--- config.mk ---
export PLATFORM = sky130hd
export DESIGN_NAME = game_turn_ctl
export DESIGN_NICKNAME = d
export VERILOG_FILES = /design/src/rtl/game_turn_ctl.sv
export SDC_FILE = /design/constraint.sdc
export NUM_CORES = 1
export LEC_CHECK = 0
export CAP_MARGIN = 25
export CELL_PAD_IN_SITES_DETAIL_PLACEMENT = 1
export CELL_PAD_IN_SITES_GLOBAL_PLACEMENT = 1
export CORE_UTILIZATION = 38
export DETAILED_ROUTE_END_ITERATION = 10
export GPL_TIMING_DRIVEN = 1
export PLACE_DENSITY_LB_ADDON = 0.08
export SLEW_MARGIN = 5
export SYNTH_ARGS = -nofsm -noshare
export SYNTH_HDL_FRONTEND = slang
export SYNTH_SLANG_ARGS = --single-unit
export TNS_END_PERCENT = 50
--- constraint.sdc ---
create_clock -name clk -period 6 [get_ports clk]
set_input_delay 0.9 -clock clk [delete_from_list [all_inputs] [get_ports clk]]
set_output_delay 0.9 -clock clk [all_outputs]
set_load 0.05 [all_outputs]
--- src/rtl/game_turn_ctl.sv ---
// Two-player ship game flow: mouse-to-cell mapping, placement, peer sync, AIM/SEND/RESULT/WAIT turns, hit counting, win/lose.
// All outputs registered, 1 cycle after the triggering input (pick_ship 2 after button rise); shot_valid/shot_cell held until shot_ready.
module game_turn_ctl #(
  parameter int GRID_X0        = 608,
  parameter int GRID_Y0        = 193,
  parameter int CELL_LOG2      = 5,
  parameter int GRID_N         = 10,
  parameter int SHIP_CELLS     = 11,
  parameter int EXTRA_TURN     = 0,
  parameter int TIMEOUT_FRAMES = 600
) (
  input  logic        clk,
  input  logic        rst,
  input  logic        frame_tick,
  input  logic        first_player,
  input  logic        restart,
  input  logic        mouse_left,
  input  logic [11:0] mouse_xpos,
  input  logic [11:0] mouse_ypos,
  input  logic [7:0]  ship_count,
  input  logic        peer_ready,
  input  logic        shot_ready,
  input  logic        res_valid,
  input  logic        res_hit,
  input  logic        enemy_valid,
  input  logic [7:0]  enemy_cell,
  input  logic        enemy_hit,
  output logic [7:0]  mouse_cell,
  output logic        cell_valid,
  output logic        pick_ship,
  output logic        local_ready,
  output logic        aim_en,
  output logic        shot_valid,
  output logic [7:0]  shot_cell,
  output logic [7:0]  my_hits,
  output logic [7:0]  their_hits,
  output logic        win,
  output logic        lose,
  output logic [3:0]  state_led
);

  localparam int         GRID_PIX = GRID_N << CELL_LOG2;
  localparam logic [7:0] PASS     = 8'hFF;

  typedef enum logic [2:0] {
    S_PLACE, S_SYNC, S_AIM, S_SEND, S_RESULT, S_WAIT, S_OVER
  } state_t;

  state_t      state_q, state_d;
  logic [15:0] cnt_q, cnt_d, cnt_inc;
  logic        ml_q, ml_qq, click, timeout;
  logic [7:0]  mouse_cell_q, mouse_cell_d;
  logic        cell_valid_q, cell_valid_d;
  logic        pick_ship_q, pick_ship_d;
  logic        local_ready_q, aim_en_q, shot_valid_q;
  logic [7:0]  shot_cell_q, shot_cell_d;
  logic [7:0]  my_hits_q, my_hits_d, my_inc;
  logic [7:0]  their_hits_q, their_hits_d, their_inc;
  logic        win_q, win_d, lose_q, lose_d;
  logic [3:0]  state_led_q, state_led_d;
  logic [11:0] dx, dy;
  logic        in_x, in_y;

  // Out-of-grid positions wrap in dx/dy, but cell_valid masks them.
  always_comb begin
    dx           = mouse_xpos - 12'(GRID_X0);
    dy           = mouse_ypos - 12'(GRID_Y0);
    in_x         = ({20'd0, mouse_xpos} >= 32'(GRID_X0)) && ({20'd0, mouse_xpos} < 32'(GRID_X0 + GRID_PIX));
    in_y         = ({20'd0, mouse_ypos} >= 32'(GRID_Y0)) && ({20'd0, mouse_ypos} < 32'(GRID_Y0 + GRID_PIX));
    cell_valid_d = in_x && in_y;
    mouse_cell_d = {4'(dy >> CELL_LOG2), 4'(dx >> CELL_LOG2)};
  end

  assign click     = ml_q && !ml_qq && cell_valid_q;
  assign cnt_inc   = cnt_q + 16'(frame_tick);
  assign timeout   = (TIMEOUT_FRAMES != 0) && (cnt_inc == 16'(TIMEOUT_FRAMES));
  assign my_inc    = (my_hits_q == 8'hFF) ? 8'hFF : my_hits_q + 8'd1;
  assign their_inc = (their_hits_q == 8'hFF) ? 8'hFF : their_hits_q + 8'd1;

  always_comb begin
    state_d      = state_q;
    cnt_d        = '0;
    pick_ship_d  = 1'b0;
    shot_cell_d  = shot_cell_q;
    my_hits_d    = my_hits_q;
    their_hits_d = their_hits_q;
    win_d        = win_q;
    lose_d       = lose_q;
    unique case (state_q)
      S_PLACE: begin
        pick_ship_d = click;
        if (ship_count == 8'(SHIP_CELLS) && !mouse_left) state_d = S_SYNC;
      end
      S_SYNC: if (peer_ready) state_d = first_player ? S_WAIT : S_AIM;
      S_AIM: begin
        cnt_d = cnt_inc;
        if (click) begin
          state_d     = S_SEND;
          shot_cell_d = mouse_cell_q;
        end else if (timeout) begin
          state_d     = S_SEND;
          shot_cell_d = PASS;
        end
      end
      S_SEND: if (shot_valid_q && shot_ready) state_d = (shot_cell_q == PASS) ? S_WAIT : S_RESULT;
      S_RESULT: if (res_valid) begin
        if (res_hit) begin
          my_hits_d = my_inc;
          if (my_inc == 8'(SHIP_CELLS)) begin
            state_d = S_OVER;
            win_d   = 1'b1;
          end else state_d = (EXTRA_TURN != 0) ? S_AIM : S_WAIT;
        end else state_d = S_WAIT;
      end
      S_WAIT: if (enemy_valid) begin
        if (enemy_cell == PASS) state_d = S_AIM;
        else if (enemy_hit) begin
          their_hits_d = their_inc;
          if (their_inc == 8'(SHIP_CELLS)) begin
            state_d = S_OVER;
            lose_d  = 1'b1;
          end else state_d = (EXTRA_TURN != 0) ? S_WAIT : S_AIM;
        end else state_d = S_AIM;
      end
      S_OVER: if (restart) begin
        state_d      = S_PLACE;
        my_hits_d    = '0;
        their_hits_d = '0;
        win_d        = 1'b0;
        lose_d       = 1'b0;
      end
      default: state_d = S_PLACE;
    endcase

    unique case (state_d)
      S_PLACE:  state_led_d = 4'b0100;
      S_SYNC:   state_led_d = 4'b1100;
      S_AIM:    state_led_d = 4'b0001;
      S_SEND:   state_led_d = 4'b0011;
      S_RESULT: state_led_d = 4'b0101;
      S_WAIT:   state_led_d = 4'b0010;
      S_OVER:   state_led_d = win_d ? 4'b1111 : 4'b1000;
      default:  state_led_d = 4'b0100;
    endcase
  end

  always_ff @(posedge clk) begin
    if (rst) begin
      state_q       <= S_PLACE;
      cnt_q         <= '0;
      ml_q          <= 1'b0;
      ml_qq         <= 1'b0;
      mouse_cell_q  <= '0;
      cell_valid_q  <= 1'b0;
      pick_ship_q   <= 1'b0;
      local_ready_q <= 1'b0;
      aim_en_q      <= 1'b0;
      shot_valid_q  <= 1'b0;
      shot_cell_q   <= '0;
      my_hits_q     <= '0;
      their_hits_q  <= '0;
      win_q         <= 1'b0;
      lose_q        <= 1'b0;
      state_led_q   <= 4'b0100;
    end else begin
      state_q       <= state_d;
      cnt_q         <= cnt_d;
      ml_q          <= mouse_left;
      ml_qq         <= ml_q;
      mouse_cell_q  <= mouse_cell_d;
      cell_valid_q  <= cell_valid_d;
      pick_ship_q   <= pick_ship_d;
      local_ready_q <= (state_d != S_PLACE);
      aim_en_q      <= (state_d == S_AIM);
      shot_valid_q  <= (state_d == S_SEND);
      shot_cell_q   <= shot_cell_d;
      my_hits_q     <= my_hits_d;
      their_hits_q  <= their_hits_d;
      win_q         <= win_d;
      lose_q        <= lose_d;
      state_led_q   <= state_led_d;
    end
  end

  assign mouse_cell  = mouse_cell_q;
  assign cell_valid  = cell_valid_q;
  assign pick_ship   = pick_ship_q;
  assign local_ready = local_ready_q;
  assign aim_en      = aim_en_q;
  assign shot_valid  = shot_valid_q;
  assign shot_cell   = shot_cell_q;
  assign my_hits     = my_hits_q;
  assign their_hits  = their_hits_q;
  assign win         = win_q;
  assign lose        = lose_q;
  assign state_led   = state_led_q;

endmodule

; After elaboration in Yosys (flattened, before gate mapping)
; Cells that the tools add are included.
[word_totals]
ff_bits = 64
input_bits = 52
out_inout_bits = 43
word_cells = 115
[classes]
n_addsub = 5
n_lt_le_gt_ge = 4
eq_ne = 27
mux = 41
bitwise_logic = 2
reduce_logical = 20
[op_table]
columns = operator, n
row1 = $mux 8, 10
row2 = $mux 3, 14
row3 = $eq 8x8->1 const B, 4
row4 = $pmux 8 s2, 2
row5 = $eq 8x4->1 const B, 3
row6 = $lt 12x10->1 const B, 2
row7 = $pmux 4 s6, 1
row8 = $pmux 3 s7, 1
row9 = $eq 3x3->1 const B, 6
row10 = $add 16x1->16, 1
row11 = $add 8x1->8 const B, 2
row12 = $eq 16x10->1 const B, 1
row13 = $ne 2x2->1 const B, 7
row14 = $eq 3x2->1 const B, 4
row15 = $ge 12x10->1 const B, 1
row16 = $ge 12x8->1 const B, 1
row17 = $mux 1, 10
row18 = $sub 9x7->9 const B, 1
row19 = $sub 9x8->9 const B, 1
row20 = $logic_and 1x1->1, 7
row21 = $eq 3x1->1 const B, 2
row22 = $reduce_and 6->1, 1
row23 = $reduce_bool 2->1, 3
row24 = $reduce_and 5->1, 1
row25 = 9 further kinds, 13

; Logic depth before layout (Yosys ltp)
; Gate-level depths: netlist of run 1.
[logic_depth]
ltp_word = 10
depth_mapped = 10
depth_no_buf = 9

; Worst setup path after synthesis of run 1
; OpenSTA, ideal clock, no wires.
[synth_timing]
kind = input to register
from = input frame_tick
to = register shot_cell_q[0] (netlist: shot_cell[0])
setup_time_ps = 74
arrival_time_ps = 2825
required_time_ps = 5926
setup_slack_ps = 3101
path_stages = 8
path_buffers = 1
cell_sequence = ha_1 > ha_1 > or3_1 > a221o_1 > nor4_4 > buf_6 > nor3_2 > nor3_2
[synth_via]
elab_chain_cells = 4
[synth_lines]
columns = item, line_no
row1 = "start, declared", 14  ; input logic frame_tick,
row2 = $add 16x1->16, 75  ; assign cnt_inc = cnt_q + 16'(frame_tick);
row3 = $eq 16x10->1, 76  ; assign timeout = (TIMEOUT_FRAMES != 0) && (cnt_inc == 16'(TIMEOUT_FRAMES));
row4 = $reduce_bool 2->1 (no source line), -
row5 = $reduce_and 2->1 (no source line), -
row6 = "end signal, assigned", 176  ; shot_cell_q <= shot_cell_d;
row7 = "end, declared", 56  ; logic [7:0] shot_cell_q, shot_cell_d;
; No other way between the ends.
; A chain may end at the register's enable or synchronous reset.

; Final worst setup path of run 1
[layout_timing]
from = input frame_tick
to = register aim_en_q (netlist: aim_en)
[layout_via]
elab_chain_cells = 6
[layout_lines]
columns = item, line_no
row1 = $add 16x1->16, 75
row2 = $eq 16x10->1, 76
row3 = $mux 3, 100  ; end else if (timeout) begin
row4 = $mux 3, 97  ; if (click) begin
row5 = $pmux 3 s7, 89  ; unique case (state_q)
row6 = $eq 3x2->1, 174  ; aim_en_q <= (state_d == S_AIM);
row7 = "end signal, assigned", 174
row8 = "end, declared", 55  ; logic local_ready_q, aim_en_q, shot_valid_q;
; No other way between the ends.

==> flow_metrics.py, run 1 <==
metrics = {
    "cells_and_area": {
        "area_growth_pct": 32.6,
        "fillers": 1048,
        "drive_gt1_share_pct": 9.28,
        "diodes": 0,
        "nNetsFinal": 537,
    },
    "logic_synthesis": {
        "synth_top_family_by_area": "simple AND/OR/NAND/NOR gates",
        "synth_edf_count": 0,
        "ys_async_sr_fraction_pct": 0,
        "syn_area_um2": 3400,
        "synthXorXnorAreaFrac_pct": 5.67,
        "yosys.area_share.simple_pct": 33.4,
        "synthFlopType": "dfxtp_1",
        "synth_cells": 404,
        "yosys_warnings": 0,
        "avgSynthCellArea_um2": 8.41,
        "yosys-mux-area-fraction_pct": 0.589,
        "ys_ff_latch": 64,
        "synth_cell_type_count": 63,
        "synth_fa_ha_area_share_pct": 1.84,
        "ys_seq_area_share_pct": 37.7,
        "synth_nets": 461,
        "synth_compound_area_share_pct": 16.8,
    },
    "routing": {
        "first_pass_iters": 4,
        "final_antenna_net_count": 0,
        "routed_wl_mm": 9.45,
        "wl_per_cell_um": 15.9,
        "dr_total_vias": 3282,
        "drtIter0Drc": 71,
        "drc_errors": 0,
        "vias_per_cell": 5.53,
    },
    "floorplanning": {
        "rows": 34,
        "pin_count": 95,
        "dieArea_um2": 9320,
        "initial_core_util_pct": 39.2,
        "dieWidth_um": 96.6,
        "fp.dieH_um": 96.6,
        "coreArea_um2": 8680,
    },
    "critical_path": {
        "cp_slowest_stage_delay_ns": 0.88,
        "rr_worst_depth": 9,
        "required_ns": 6.22,
        "crit_arrival_ns": 4.07,
        "critPathTopFamily": "simple AND/OR/NAND/NOR gates",
        "r2r_slack_ns": 2.87,
        "cp_max_fo": 12,
        "critPathSlowestCell": "nor4_4",
        "cp_cell_sequence": "clkdlybuf4s50_1 > ha_1 > ha_1 > nand2_1 > nor4_1 > xnor2_1 > o21ai_1 > nor4_4 > nor2_1 > and3_1",
        "path_buf_inv": 1,
        "crit_type": "primary input to flip-flop",
        "crit_path_end_kind": "flip-flop",
        "r2r_start": "cnt_q[0]$_SDFF_PP0_",
        "rr_endpoint": "aim_en$_SDFF_PP0_",
        "startpoint_type": "primary input",
        "crit_top_cell": "ha_1",
    },
    "timing": {
        "finalSetupTns_ns": 0,
        "finalCritPeriodShare_pct": 64.1,
        "drv_slew": 0,
        "fin_crit_ns": 3.85,
        "hold_viol": 0,
        "rsz0062_at_grt": "no",
        "setup_viol": 0,
        "worst_pin_slew_ns": 1.14,
        "clock.fmax_mhz": 260,
        "fin_ws_ns": 2.15,
        "fin_skew_ns": 0.0134,
        "slew-limit-headroom_pct": 23.7,
    },
    "clocking": {
        "cts_sinks": 64,
        "cts-root-buf": "clkbuf_8",
        "postCtsSetupBuffers": 0,
        "clockBufferDepth": 2,
        "cts_made_buffers": 9,
        "ctsResizeCount": 0,
        "cts_tree": "done",
        "cts.clk_slew.worst_paths_ns": 0.08,
        "cts_hold_buf": 0,
        "htree_levels": 3,
        "clk_latency_ns": 0.34,
    },
    "place": {
        "dp_hpwl_mm": 7.03,
        "dp_slack_ns": 1.79,
        "numPortBuffers": 89,
        "gp_congestion": 0.798,
    },
    "run_status": {
        "run_status": "completed",
    },
    "global_route": {
        "grt_overflow": 0,
        "grt_usage_pct": 21.9,
        "antenna_found_initial": 0,
        "grt_max_degree": 46,
        "grt_pass1_vias": 3362,
        "grt_pass1_wl_mm": 15.8,
    },
    "run": {
        "drv_cap": 0,
    },
    "min_path": {
        "holdPathStages": 2,
        "min-delay-path-class": "flip-flop to flip-flop",
        "hp-start": "mouse_cell[4]$_SDFF_PP0_",
        "whs_endpoint": "shot_cell[4]$_SDFFE_PP0P_",
    },
    "pwr": {
        "ir_drop_mv": 0.0827,
        "power_density_nw_per_um2": 195,
        "leakagePower_uw": 0.00152,
    },
}
cells by family after synthesis:
kind of cell	Yosys count
muxes	2
xor gates and xnor gates	22
DFF	64
AOI/OAI and AO/OA	84
and+or+nand+nor	196
buffers and inverters	31
adders and majority gates	5
tightest hold or removal path: stages (launching register included):
cell and delay (ns):
dfxtp_1 0.34, nor2_1 0.06, nor3_2 0.08
cells in the final DEF (no fill, tap or decap), drive strengths merged, types with 4 or more instances in the layout:
cell type and count:
nor4 5, o211ai 4, nor2 55, a21oi 21, nor2b 8, xor2 9, xnor2 13, clkbuf 13
and3 8, a21o 5, nand4 13, ha 5, a31oi 5, dfxtp 64, nor3 25, clkdlybuf4s50 88
nand2b 7, nand2 25, and4 4, a211oi 14, inv 7, o21ai 16, nand3 21
cell type report:
class | count | area [µm²] | area share [%]
clock buffer | 13 | 159 | 3.53
clock inverter | 3 | 40.0 | 0.888
inverter | 7 | 26.3 | 0.583
multi-input combinational | 309 | 1980 | 43.9
sequential | 64 | 1280 | 28.4
tap | 108 | 135 | 3.00
timing repair buffer | 89 | 886 | 19.7
report_power, final:
part,total [µW],internal [µW],switching (µW)
registers,432,429,2.71
clock network,376,214,162
logic,71.2,38.0,33.1
per-layer routing:
metal / vias to the layer above / part of all wire (%) / track usage (%)
li1: 1614 / - / -
met1: 1593 / 48 / 27.9
met2: 63 / 47 / 36.2
met3: 12 / 3.8 / 4.30
met4: 0 / 1.8 / 8.95
met5: - / 0 / 0
through the flow:
step / cell area (µm²) / cells / power (µW) / util [%] / hold WS (ns)
6_report: 4510 / 593 / 879 / 51.9 / 0.502
5_1_grt: 4510 / 593 / 917 / 51.9 / 0.548
4_1_cts: 4510 / 593 / 893 / 51.9 / 0.506
3_5_place_dp: 4310 / 577 / 514 / 49.6 / 0.495
3_3_place_gp: 4310 / 577 / 512 / 49.6 / 0.474
2_1_floorplan: 3400 / 404 / 469 / - / 0.468
state kept, by name (all words and copies together) (netlist names):
register	flops
cell_valid	1
mouse_cell	8
win	1
local_ready	1
my_hits	8
pick_ship	1
shot_cell	8
state_led	4
cnt_q	16
lose	1
their_hits	8
shot_valid	1
aim_en	1
ml_q	1
state_q	3
ml_qq	1
Yosys cell counts, types with 7 or more instances:
library cell / count / share of area [%]
nand2_1: 25 / 2.8
xnor2_1: 13 / 3.4
a21oi_1: 20 / 2.9
nor2b_1: 8 / 1.5
clkbuf_1: 18 / 2.0
nor3_1: 9 / 1.3
nor3_2: 16 / 4.7
nand4_1: 12 / 2.2
nor2_1: 54 / 6.0
and3_1: 8 / 1.5
dfxtp_1: 64 / 38
inv_1: 7 / 0.77
nand3_1: 20 / 2.9
xor2_1: 9 / 2.3
nand2b_1: 7 / 1.3
o21ai_0: 13 / 1.9
a211oi_1: 14 / 3.1
how the worst max path moves through the flow:
stage,startpoint,endpoint,depth (start not counted)
2_1_floorplan,frame_tick,shot_cell[0]$_SDFFE_PP0P_,8
3_3_place_gp,frame_tick,aim_en$_SDFF_PP0_,10
3_5_place_dp,frame_tick,aim_en$_SDFF_PP0_,10
4_1_cts,frame_tick,aim_en$_SDFF_PP0_,10
5_1_grt,frame_tick,aim_en$_SDFF_PP0_,10
6_report,frame_tick,aim_en$_SDFF_PP0_,10
(Power assumes the default switching activity.)
==> run 2: changes to the inputs <==
CORE_UTILIZATION = 32   (was 38)
clock period = 3.36 ns   (was 6 ns; I/O delays follow)
==> run 2 against run 1 <==
Combinational power up 80%. Sequential share of layout area fell by 0.49 points. Register-to-register slack worse by 2.0 ns. Critical path type unchanged. Critical endpoint is now shot_cell[6]$_SDFFE_PP0P_.
==> flow_metrics.py, run 2 (synthesized netlist as in run 1, its figures left out) <==
metrics = {
    "run_status": {
        "run_status": "completed",
    },
    "place": {
        "gp_congestion": 0.762,
        "dp_hpwl_mm": 7.10,
        "numPortBuffers": 89,
        "place_area_um2": 4390,
        "dp_slack_ns": 0.168,
        "dp_cells": 610,
    },
    "critical_path": {
        "crit_arrival_ns": 3.10,
        "r2r_slack_ns": 0.85,
        "required_ns": 3.63,
        "rr_endpoint": "shot_cell[6]$_SDFFE_PP0P_",
        "crit_path_end_kind": "flip-flop",
        "crit_type": "primary input to flip-flop",
        "r2r_start": "cnt_q[0]$_SDFF_PP0_",
        "startpoint_type": "primary input",
        "rr_worst_depth": 11,
        "cp_max_fo": 8,
    },
    "clocking": {
        "cts_tree": "done",
        "cts.clk_slew.worst_paths_ns": 0.07,
        "htree_levels": 3,
        "cts_hold_buf": 0,
        "clockBufferDepth": 2,
        "cts-root-buf": "clkbuf_8",
        "ctsResizeCount": 0,
        "cts_made_buffers": 9,
        "postCtsSetupBuffers": 0,
        "clk_latency_ns": 0.35,
        "cts_sinks": 64,
    },
    "pwr": {
        "ir_drop_mv": 0.154,
        "leakagePower_uw": 0.00154,
        "power_density_nw_per_um2": 335,
    },
    "floorplanning": {
        "rows": 37,
        "dieArea_um2": 11000,
        "dieWidth_um": 105,
        "fp.dieH_um": 105,
        "pin_count": 95,
        "initial_core_util_pct": 32.9,
        "coreArea_um2": 10300,
    },
    "timing": {
        "drv_slew": 0,
        "setup_viol": 0,
        "hold_viol": 0,
        "clock.fmax_mhz": 354,
        "fin_ws_ns": 0.533,
        "fin_crit_ns": 2.83,
        "finalCritPeriodShare_pct": 84.1,
        "fin_skew_ns": 0.00773,
        "rsz0062_at_grt": "no",
        "worst_pin_slew_ns": 0.600,
        "slew-limit-headroom_pct": 60.0,
        "finalSetupTns_ns": 0,
    },
    "cells_and_area": {
        "multiInputGateArea_um2": 1980,
        "diodes": 0,
        "drive_gt1_share_pct": 10.6,
        "layout_commonest_cell": "clkdlybuf4s50_1",
        "fillers": 1235,
        "area_growth_pct": 34.9,
        "ff_latch_area_um2": 1280,
        "largest_register_ffs": 16,
        "top_register": "cnt_q",
        "final_cell_mix": "88 x clkdlybuf4s50_1, 64 x dfxtp_1, 54 x nor2_1",
        "fin_util_pct": 44.4,
        "fin_cells": 626,
        "nNetsFinal": 542,
        "fin_area_um2": 4590,
    },
    "min_path": {
        "min-delay-path-class": "flip-flop to flip-flop",
        "holdPathStages": 1,
        "hp-start": "ml_q$_SDFF_PP0_",
        "whs_endpoint": "ml_qq$_SDFF_PP0_",
    },
    "run": {
        "drv_cap": 0,
    },
    "routing": {
        "wl_per_cell_um": 15.3,
        "first_pass_iters": 4,
        "drtIter0Drc": 91,
        "final_antenna_net_count": 0,
        "vias_per_cell": 5.18,
        "routed_wl_mm": 9.58,
        "drc_errors": 0,
        "dr_total_vias": 3242,
    },
    "global_route": {
        "grt_max_degree": 28,
        "grt_usage_pct": 18.5,
        "grt_pass1_vias": 3295,
        "grt_pass1_wl_mm": 16.1,
        "antenna_found_initial": 0,
        "grt_overflow": 0,
    },
}
-- run 2: metal layers --
metal  wire (µm)  global-route usage, %  vias up
li1            -                      -     1628
met1        4600                   23.3     1527
met2        4250                   29.2       75
met3         560                   5.49       12
met4         170                   8.35        0
met5           0                      0        -
-- run 2: where the power goes --
group	internal (µW)	switching, µW	total [µW]
combinational	68.5	59.4	128
clock	327	311	638
sequential	766	4.87	771
-- run 2: cell type report --
class	count	area share [%]
Clock inverter	4	0.600
Tap cell	136	3.71
Sequential cell	64	27.9
Inverter	7	0.573
Clock buffer	12	3.60
Timing Repair Buffer	94	20.4
Multi-Input combinational cell	309	43.2
-- run 2: critical path: stages --
cell and delay (ns):
clkdlybuf4s50_1 0.46, ha_1 0.24, ha_1 0.30, nand2_1 0.15, nor4_1 0.30, xnor2_1 0.18
o21ai_1 0.14, nor4_4 0.28, buf_4 0.20, buf_12 0.14, nor3_2 0.04, nor3_2 0.16
-- run 2: worst max path at each step --
stage	startpoint	endpoint	slack, ns	cells after the start
floorplan	frame_tick	shot_cell[0]$_SDFFE_PP0P_	0.86	8
global placement	frame_tick	shot_cell[2]$_SDFFE_PP0P_	0.21	12
detailed placement	frame_tick	shot_cell[2]$_SDFFE_PP0P_	0.17	12
CTS	frame_tick	shot_cell[2]$_SDFFE_PP0P_	0.51	12
global route	frame_tick	shot_cell[6]$_SDFFE_PP0P_	0.29	12
finish	frame_tick	shot_cell[6]$_SDFFE_PP0P_	0.53	12
-- run 2: metrics by stage --
stage / hold WS [ns] / total power (µW)
2_1_floorplan: 0.468 / 837
3_3_place_gp: 0.479 / 917
3_5_place_dp: 0.490 / 918
4_1_cts: 0.503 / 1560
5_1_grt: 0.526 / 1610
6_report: 0.502 / 1540
